`config.mk`:
```
export PLATFORM = sky130hd
export DESIGN_NAME = buffer_controller_flat
export DESIGN_NICKNAME = d
export VERILOG_FILES = /design/src/rtl/buffer_controller_pkg.sv /design/src/rtl/buffer_controller_if.sv /design/src/rtl/buffer_controller_finder.sv /design/src/rtl/buffer_controller.sv /design/src/flat_wrapper.sv
export SDC_FILE = /design/constraint.sdc
export NUM_CORES = 1
export LEC_CHECK = 0
export ABC_AREA = 1
export CELL_PAD_IN_SITES_DETAIL_PLACEMENT = 0
export CELL_PAD_IN_SITES_GLOBAL_PLACEMENT = 2
export CORE_UTILIZATION = 29
export DETAILED_ROUTE_END_ITERATION = 7
export PLACE_DENSITY = 0.89
export SLEW_MARGIN = 20
export SYNTH_ARGS = -nofsm -noshare
export SYNTH_HDL_FRONTEND = slang
export SYNTH_SLANG_ARGS = --single-unit
```
`constraint.sdc`:
```
create_clock -name clk -period 6.3 [get_ports clk]
set_clock_uncertainty 0.2 [all_clocks]
set_input_delay 0.63 -clock clk [delete_from_list [all_inputs] [get_ports clk]]
set_output_delay 0.63 -clock clk [all_outputs]
set_load 0.1 [all_outputs]
```
`src/rtl/buffer_controller_pkg.sv`:
```
// Shared types for the frame-buffer controller: per-buffer lifecycle states,
// controller FSM states and a helper to locate a buffer's slot in the packed state vector.
// Pure declarations; no logic, no latency, no flow control.
package BufferControllerTypes;

    // Encoding is fixed: AVAILABLE must be zero so a cleared state vector means "all free".
    typedef enum logic [2:0] {
        AVAILABLE  = 3'd0,
        WRITE_BUSY = 3'd1,
        READ_BUSY  = 3'd2,
        DISPLAYED  = 3'd3,
        UPDATED    = 3'd4
    } BufferStates;

    typedef enum logic [2:0] {
        IDLE         = 3'd0,
        WRITE_SEARCH = 3'd1,
        READ_SEARCH  = 3'd2,
        WRITE_GRANT  = 3'd3,
        READ_GRANT   = 3'd4
    } ControllerStates;

    localparam int STATE_W = 3;

    // LSB position of buffer idx inside the packed per-buffer state vector.
    function automatic int slot_lsb(input int idx);
        return STATE_W * idx;
    endfunction

endpackage

```
`src/rtl/buffer_controller_if.sv`:
```
// Handshake bundle between camera writer / display reader and the buffer controller.
// Latency: none (wires only). Backpressure: requests are levels held until the matching ack.
// Ports: write/read request+done in, ack+id+valid out, per-buffer state vector, sticky error.
interface buffer_controller_if #(
    parameter int NUM_BUFFERS = 3
);
    localparam int ID_W = $clog2(NUM_BUFFERS);

    logic                     write_request;
    logic                     write_done;
    logic                     write_ack;
    logic [ID_W-1:0]          write_buffer_id;
    logic                     write_valid;
    logic                     read_request;
    logic                     read_done;
    logic                     read_ack;
    logic [ID_W-1:0]          read_buffer_id;
    logic                     read_valid;
    logic [3*NUM_BUFFERS-1:0] buffer_states;
    logic                     protocol_error;

    // Requester side (writer + reader clients).
    modport master (
        output write_request, write_done, read_request, read_done,
        input  write_ack, write_buffer_id, write_valid,
        input  read_ack, read_buffer_id, read_valid,
        input  buffer_states, protocol_error
    );

    // Controller side.
    modport slave (
        input  write_request, write_done, read_request, read_done,
        output write_ack, write_buffer_id, write_valid,
        output read_ack, read_buffer_id, read_valid,
        output buffer_states, protocol_error
    );
endinterface

```
`src/rtl/buffer_controller_finder.sv`:
```
// Lowest-index search for a buffer holding a given lifecycle state.
// Latency: purely combinational. Backpressure: none.
// Ports: states_i packed state vector, target_i state to look for, found_o / index_o result.
module buffer_state_finder
    import BufferControllerTypes::*;
#(
    parameter int NUM_BUFFERS = 3
) (
    input  logic [3*NUM_BUFFERS-1:0]      states_i,
    input  BufferStates                   target_i,
    output logic                          found_o,
    output logic [$clog2(NUM_BUFFERS)-1:0] index_o
);
    localparam int ID_W = $clog2(NUM_BUFFERS);

    // Scan from the top down so the last hit written is the lowest index.
    always_comb begin
        found_o = 1'b0;
        index_o = '0;
        for (int i = NUM_BUFFERS - 1; i >= 0; i--) begin
            if (states_i[slot_lsb(i) +: STATE_W] == target_i) begin
                found_o = 1'b1;
                index_o = ID_W'(i);
            end
        end
    end
endmodule

```
`src/rtl/buffer_controller.sv`:
```
// Frame-buffer arbiter: hands buffers to a camera writer and a display reader, tracks lifecycle.
// Latency: ack exactly 2 cycles after a request is sampled in IDLE; done pulses act same cycle.
// Backpressure: requests are levels held until ack; write wins ties, read served next IDLE visit.
// Ports: clk, reset (sync, active-high), bus = controller side of buffer_controller_if.
module buffer_controller
    import BufferControllerTypes::*;
#(
    parameter int NUM_BUFFERS = 3
) (
    input  logic                clk,
    input  logic                reset,
    buffer_controller_if.slave  bus
);
    localparam int ID_W = $clog2(NUM_BUFFERS);
    localparam int SV_W = STATE_W * NUM_BUFFERS;

    ControllerStates  state_q, state_d;
    logic [SV_W-1:0]  buf_q, buf_d;
    logic [SV_W-1:0]  buf_done;          // state vector after this cycle's done pulses
    logic [ID_W-1:0]  wr_id_q, wr_id_d;
    logic [ID_W-1:0]  rd_id_q, rd_id_d;
    logic             wr_vld_q, wr_vld_d;
    logic             rd_vld_q, rd_vld_d;
    logic             err_q, err_d;
    logic             wr_done_err, rd_done_err;

    logic             avail_found, upd_found, disp_found;
    logic [ID_W-1:0]  avail_idx, upd_idx, disp_idx;

    // Done pulses are resolved first so a search in the same cycle sees their effect.
    always_comb begin
        buf_done    = buf_q;
        wr_done_err = 1'b0;
        rd_done_err = 1'b0;
        if (bus.write_done) begin
            if (buf_q[slot_lsb(int'(wr_id_q)) +: STATE_W] == WRITE_BUSY) begin
                // Only the newest finished frame is kept; an older unread one is dropped.
                for (int i = 0; i < NUM_BUFFERS; i++) begin
                    if (buf_q[slot_lsb(i) +: STATE_W] == UPDATED) begin
                        buf_done[slot_lsb(i) +: STATE_W] = AVAILABLE;
                    end
                end
                buf_done[slot_lsb(int'(wr_id_q)) +: STATE_W] = UPDATED;
            end else begin
                wr_done_err = 1'b1;
            end
        end
        if (bus.read_done) begin
            if (buf_done[slot_lsb(int'(rd_id_q)) +: STATE_W] == READ_BUSY) begin
                buf_done[slot_lsb(int'(rd_id_q)) +: STATE_W] = DISPLAYED;
            end else begin
                rd_done_err = 1'b1;
            end
        end
    end

    buffer_state_finder #(.NUM_BUFFERS(NUM_BUFFERS)) u_find_avail (
        .states_i (buf_done),
        .target_i (AVAILABLE),
        .found_o  (avail_found),
        .index_o  (avail_idx)
    );

    buffer_state_finder #(.NUM_BUFFERS(NUM_BUFFERS)) u_find_upd (
        .states_i (buf_done),
        .target_i (UPDATED),
        .found_o  (upd_found),
        .index_o  (upd_idx)
    );

    buffer_state_finder #(.NUM_BUFFERS(NUM_BUFFERS)) u_find_disp (
        .states_i (buf_done),
        .target_i (DISPLAYED),
        .found_o  (disp_found),
        .index_o  (disp_idx)
    );

    always_comb begin
        state_d  = state_q;
        buf_d    = buf_done;
        wr_id_d  = wr_id_q;
        rd_id_d  = rd_id_q;
        wr_vld_d = wr_vld_q;
        rd_vld_d = rd_vld_q;
        err_d    = err_q | wr_done_err | rd_done_err;

        case (state_q)
            IDLE: begin
                if (bus.write_request) begin
                    state_d = WRITE_SEARCH;
                end else if (bus.read_request) begin
                    state_d = READ_SEARCH;
                end
            end

            WRITE_SEARCH: begin
                if (avail_found) begin
                    buf_d[slot_lsb(int'(avail_idx)) +: STATE_W] = WRITE_BUSY;
                    wr_id_d  = avail_idx;
                    wr_vld_d = 1'b1;
                end else begin
                    // Writer asked for more buffers than exist; keep the old id, flag it.
                    wr_vld_d = 1'b0;
                    err_d    = 1'b1;
                end
                state_d = WRITE_GRANT;
            end

            READ_SEARCH: begin
                if (upd_found) begin
                    // Fresh frame: the previously shown one is no longer needed.
                    for (int i = 0; i < NUM_BUFFERS; i++) begin
                        if (buf_done[slot_lsb(i) +: STATE_W] == DISPLAYED) begin
                            buf_d[slot_lsb(i) +: STATE_W] = AVAILABLE;
                        end
                    end
                    buf_d[slot_lsb(int'(upd_idx)) +: STATE_W] = READ_BUSY;
                    rd_id_d  = upd_idx;
                    rd_vld_d = 1'b1;
                end else if (disp_found) begin
                    // No new frame: show the last one again.
                    buf_d[slot_lsb(int'(disp_idx)) +: STATE_W] = READ_BUSY;
                    rd_id_d  = disp_idx;
                    rd_vld_d = 1'b1;
                end else begin
                    rd_vld_d = 1'b0;
                end
                state_d = READ_GRANT;
            end

            // Request lines are not looked at here, so a held request cannot be re-granted
            // in the ack cycle; it is picked up again once back in IDLE.
            WRITE_GRANT: state_d = IDLE;
            READ_GRANT:  state_d = IDLE;
            default:     state_d = IDLE;
        endcase
    end

    always_ff @(posedge clk) begin
        if (reset) begin
            state_q  <= IDLE;
            buf_q    <= '0;  // AVAILABLE encodes as zero
            wr_id_q  <= '0;
            rd_id_q  <= '0;
            wr_vld_q <= 1'b0;
            rd_vld_q <= 1'b0;
            err_q    <= 1'b0;
        end else begin
            state_q  <= state_d;
            buf_q    <= buf_d;
            wr_id_q  <= wr_id_d;
            rd_id_q  <= rd_id_d;
            wr_vld_q <= wr_vld_d;
            rd_vld_q <= rd_vld_d;
            err_q    <= err_d;
        end
    end

    // Acks are masked by reset so a grant in flight never surfaces in the reset cycle.
    assign bus.write_ack       = (state_q == WRITE_GRANT) && !reset;
    assign bus.read_ack        = (state_q == READ_GRANT) && !reset;
    assign bus.write_buffer_id = wr_id_q;
    assign bus.write_valid     = wr_vld_q;
    assign bus.read_buffer_id  = rd_id_q;
    assign bus.read_valid      = rd_vld_q;
    assign bus.buffer_states   = buf_q;
    assign bus.protocol_error  = err_q;

endmodule

```
`src/flat_wrapper.sv`:
```
// flat-port wrapper written by rule: the top's interface ports become plain ports
module buffer_controller_flat import BufferControllerTypes::*;
#(
    parameter int NUM_BUFFERS = 3
)
  (clk, reset, bus_write_request, bus_write_done, bus_read_request, bus_read_done, bus_write_ack, bus_write_buffer_id, bus_write_valid, bus_read_ack, bus_read_buffer_id, bus_read_valid, bus_buffer_states, bus_protocol_error);
  buffer_controller_if #(.NUM_BUFFERS(NUM_BUFFERS)) bus_i ();
  input  logic clk;
  input  logic reset;
  input wire logic [$bits(bus_i.write_request)-1:0] bus_write_request;
  input wire logic [$bits(bus_i.write_done)-1:0] bus_write_done;
  input wire logic [$bits(bus_i.read_request)-1:0] bus_read_request;
  input wire logic [$bits(bus_i.read_done)-1:0] bus_read_done;
  output wire logic [$bits(bus_i.write_ack)-1:0] bus_write_ack;
  output wire logic [$bits(bus_i.write_buffer_id)-1:0] bus_write_buffer_id;
  output wire logic [$bits(bus_i.write_valid)-1:0] bus_write_valid;
  output wire logic [$bits(bus_i.read_ack)-1:0] bus_read_ack;
  output wire logic [$bits(bus_i.read_buffer_id)-1:0] bus_read_buffer_id;
  output wire logic [$bits(bus_i.read_valid)-1:0] bus_read_valid;
  output wire logic [$bits(bus_i.buffer_states)-1:0] bus_buffer_states;
  output wire logic [$bits(bus_i.protocol_error)-1:0] bus_protocol_error;
  assign bus_i.write_request = bus_write_request;
  assign bus_i.write_done = bus_write_done;
  assign bus_i.read_request = bus_read_request;
  assign bus_i.read_done = bus_read_done;
  assign bus_write_ack = bus_i.write_ack;
  assign bus_write_buffer_id = bus_i.write_buffer_id;
  assign bus_write_valid = bus_i.write_valid;
  assign bus_read_ack = bus_i.read_ack;
  assign bus_read_buffer_id = bus_i.read_buffer_id;
  assign bus_read_valid = bus_i.read_valid;
  assign bus_buffer_states = bus_i.buffer_states;
  assign bus_protocol_error = bus_i.protocol_error;
  buffer_controller #(.NUM_BUFFERS(NUM_BUFFERS)) u_core (.clk(clk), .reset(reset), .bus(bus_i));
endmodule
```
==> flow_metrics.tcl <==
set metrics [dict create \
    cts_tree "yes" \
    wl_per_cell_um 12.5 \
    worst_slew_pin_slew_ps 966 \
    p_sw_w 0.000148 \
    maxCapViolations 0 \
    synth_commonest_cells "47 x nand2_1, 32 x nor2_1, 22 x inv_1" \
    drtIter0Drc 46 \
    drive_above_1_share 0.147 \
    finalMaxSlewViolations 0 \
    synth_area_mm2 0.00128 \
    clock_sink_count 19 \
    drtAntennaViolNets 0 \
    grt_pass1_wl_mm 5.78 \
    ys_top_cells_by_area "dfxtp_1 30%, nand2_1 14%, nor2_1 9.3%" \
    yosysSeqAreaShare 0.296 \
    rrSetupSlack_ps 3760 \
    hold_slack_ps 287 \
    synth_mux_area_frac 0 \
    clock-root-buffer "clkbuf_8" \
    viasPerCell 4.73 \
    synth_xor_area_frac 0 \
    combPwrFrac 0.354 \
    synth_flop_cell "dfxtp_1" \
    setup_viol 0 \
    fin_tns_setup_ps 0 \
    cp-end-kind "output port" \
    clk_latency_ps 260 \
    startpoint_type "primary input" \
    seqPwrFrac 0.382 \
    synth_top_area_share 0.296 \
    hold_violations 0 \
    place.gp.congestion 0.843 \
    rsz0062_at_grt "false" \
    area_delta_synth_final_pct 25.7 \
    port_buffers 23 \
    num_antenna_cells 0 \
    intPower_w 0.000205 \
    initial_core_util 0.312 \
    required_ps 5470 \
    power_density_mw_per_mm2 218 \
    layout_min_cycle_time_ps 3810 \
    synth_area_per_cell_um2 6.42 \
    dr_total_vias 1302 \
    dr.pass1.iters 5 \
    wirelength_mm 3.45 \
    clk_pin_slew_ps 80 \
    boundaryPins 24 \
    cts_made_buffers 3 \
    status "completed" \
    die-width_um 68.6 \
    synth_edf_count 0 \
    syn_nets 206 \
    yosysWarnings 0 \
    report.power.total_w 0.000352 \
    clock_path_buffers 2 \
    dp_hpwl_mm 2.80 \
    maxSlewHeadroom 0.354 \
    synth.distinct_cells 26 \
    max-vdd-ir-drop_uv 82.1 \
    syn_inst 200 \
    holdPathEnd "u_core.bus.read_valid" \
    gr-total-overflow 0 \
    nets 232 \
    fmax_mhz 262 \
    grt_usage 0.170 \
    p_sw_frac 0.419 \
    cp_max_fo 12 \
    synth_seq_cells 19 \
    rr_worst_depth 21 \
    fin_util 0.393 \
    min_path_type "reg2reg" \
    async_reset_ff_frac 0 \
    antenna_found_initial 0 \
    path_class "in2out" \
    p_leak_nw 0.722 \
    cts_max_level 1 \
    synth_top_family_by_area "simple AND/OR/NAND/NOR gates" \
    synth_fa_ha_area_frac 0 \
    yosysMostFrequentCell "nand2_1" \
    r2r-end "u_core.bus.buffer_states[6]" \
    die_area_mm2 0.00470 \
    worstReg2RegStart "u_core.bus.buffer_states[7]" \
    min_path_cells 2 \
    post-route-period-util 0.605 \
    clockPowerShare 0.264 \
    ctsHoldBuffers 0 \
    hp-start "u_core.bus.read_valid" \
    cts_setup_buffers 0 \
    grt_max_degree 13 \
    core-area_mm2 0.00412 \
    cts-resized-gates 0 \
    rows 23 \
    crit_arrival_ps 2980 \
    grt_pass1_vias 1218 \
    die_h_um 68.6 \
    drc 0 \
    yosys.area.top_type "dfxtp_1" \
    synth_compound_area_frac 0.0750 \
    synthSimpleGateAreaFrac 0.542 \
]
power groups by stage:
stage / clock (W) / sequential (W) / combinational [W]
2_1_floorplan: 0 / 0.000173 / 0.0000614
3_3_place_gp: 0 / 0.000138 / 0.000126
3_5_place_dp: 0 / 0.000138 / 0.000125
4_1_cts: 0.0000950 / 0.000135 / 0.000125
5_1_grt: 0.0000981 / 0.000136 / 0.000136
6_report: 0.0000930 / 0.000135 / 0.000125
final cells by class:
class | instances | area (µm²)
Fill cell | 454 | 2500
Multi-Input combinational cell | 153 | 793
Sequential cell | 19 | 380
Timing Repair Buffer | 23 | 230
Inverter | 26 | 100
Tap cell | 50 | 62.6
Clock buffer | 3 | 41.3
Clock inverter | 1 | 7.51
registers in the layout (all words and copies together) (netlist names):
name and cells:
u_core.bus.buffer_states 9, u_core.bus.protocol_error 1, u_core.bus.read_buffer_id 2, u_core.bus.read_valid 1, u_core.bus.write_buffer_id 2, u_core.bus.write_valid 1
u_core.state_q 3
placed cells by master, fill, tap and decap left out:
master           instances
a21o_2                   1
nor2_4                   4
clkinvlp_4               1
clkinv_1                 1
nor2_2                   2
nand2_1                 47
nand3_4                  1
nor4_1                   1
nand3b_1                 1
dfxtp_1                 19
clkbuf_8                 3
nand2_4                  5
nand4_1                  5
nand4_4                  1
inv_4                    1
inv_2                    2
clkdlybuf4s50_1         23
nand3_1                 16
nand3_2                  2
a21oi_1                 10
inv_1                   22
nor3_1                   8
o21ai_1                  1
o31ai_1                  1
nand2_2                 10
nor2_1                  32
o21ai_0                  5
cells by family after synthesis:
logic type      after synthesis
simple gates                135
buf+inv                      28
compound gates               18
flops                        19
metrics by stage:
stage	std cells	area (µm²)	worst slack, ps
final	275	1620	2490
after global routing	275	1620	2310
after CTS	275	1620	2500
after detailed placement	271	1570	2510
after global placement	271	1570	2530
after floorplan	200	1280	1730
critical path, cell delays in order:
cell,delay [ps]
clkdlybuf4s50_1,620
inv_1,400
nand2_1,90
nor2_1,110
clkdlybuf4s50_1,1130
metal layers:
metal  share of wire  GRT usage  vias to the layer above
met3           0.028     0.0197                        4
met4           0.013     0.0625                        0
met2            0.46      0.276                       28
met1            0.50      0.228                      579
li1                -          -                      691
met5               0          0                        -
how the worst max path moves through the flow:
stage | from | endpoint | slack (ps)
after CTS | reset | bus_read_ack | 2500
after global placement | reset | bus_read_ack | 2530
after global routing | reset | bus_read_ack | 2310
after floorplan | reset | bus_write_ack | 1730
final | reset | bus_read_ack | 2490
after detailed placement | reset | bus_read_ack | 2510
Note: power is estimated with default switching activity, not from simulation.
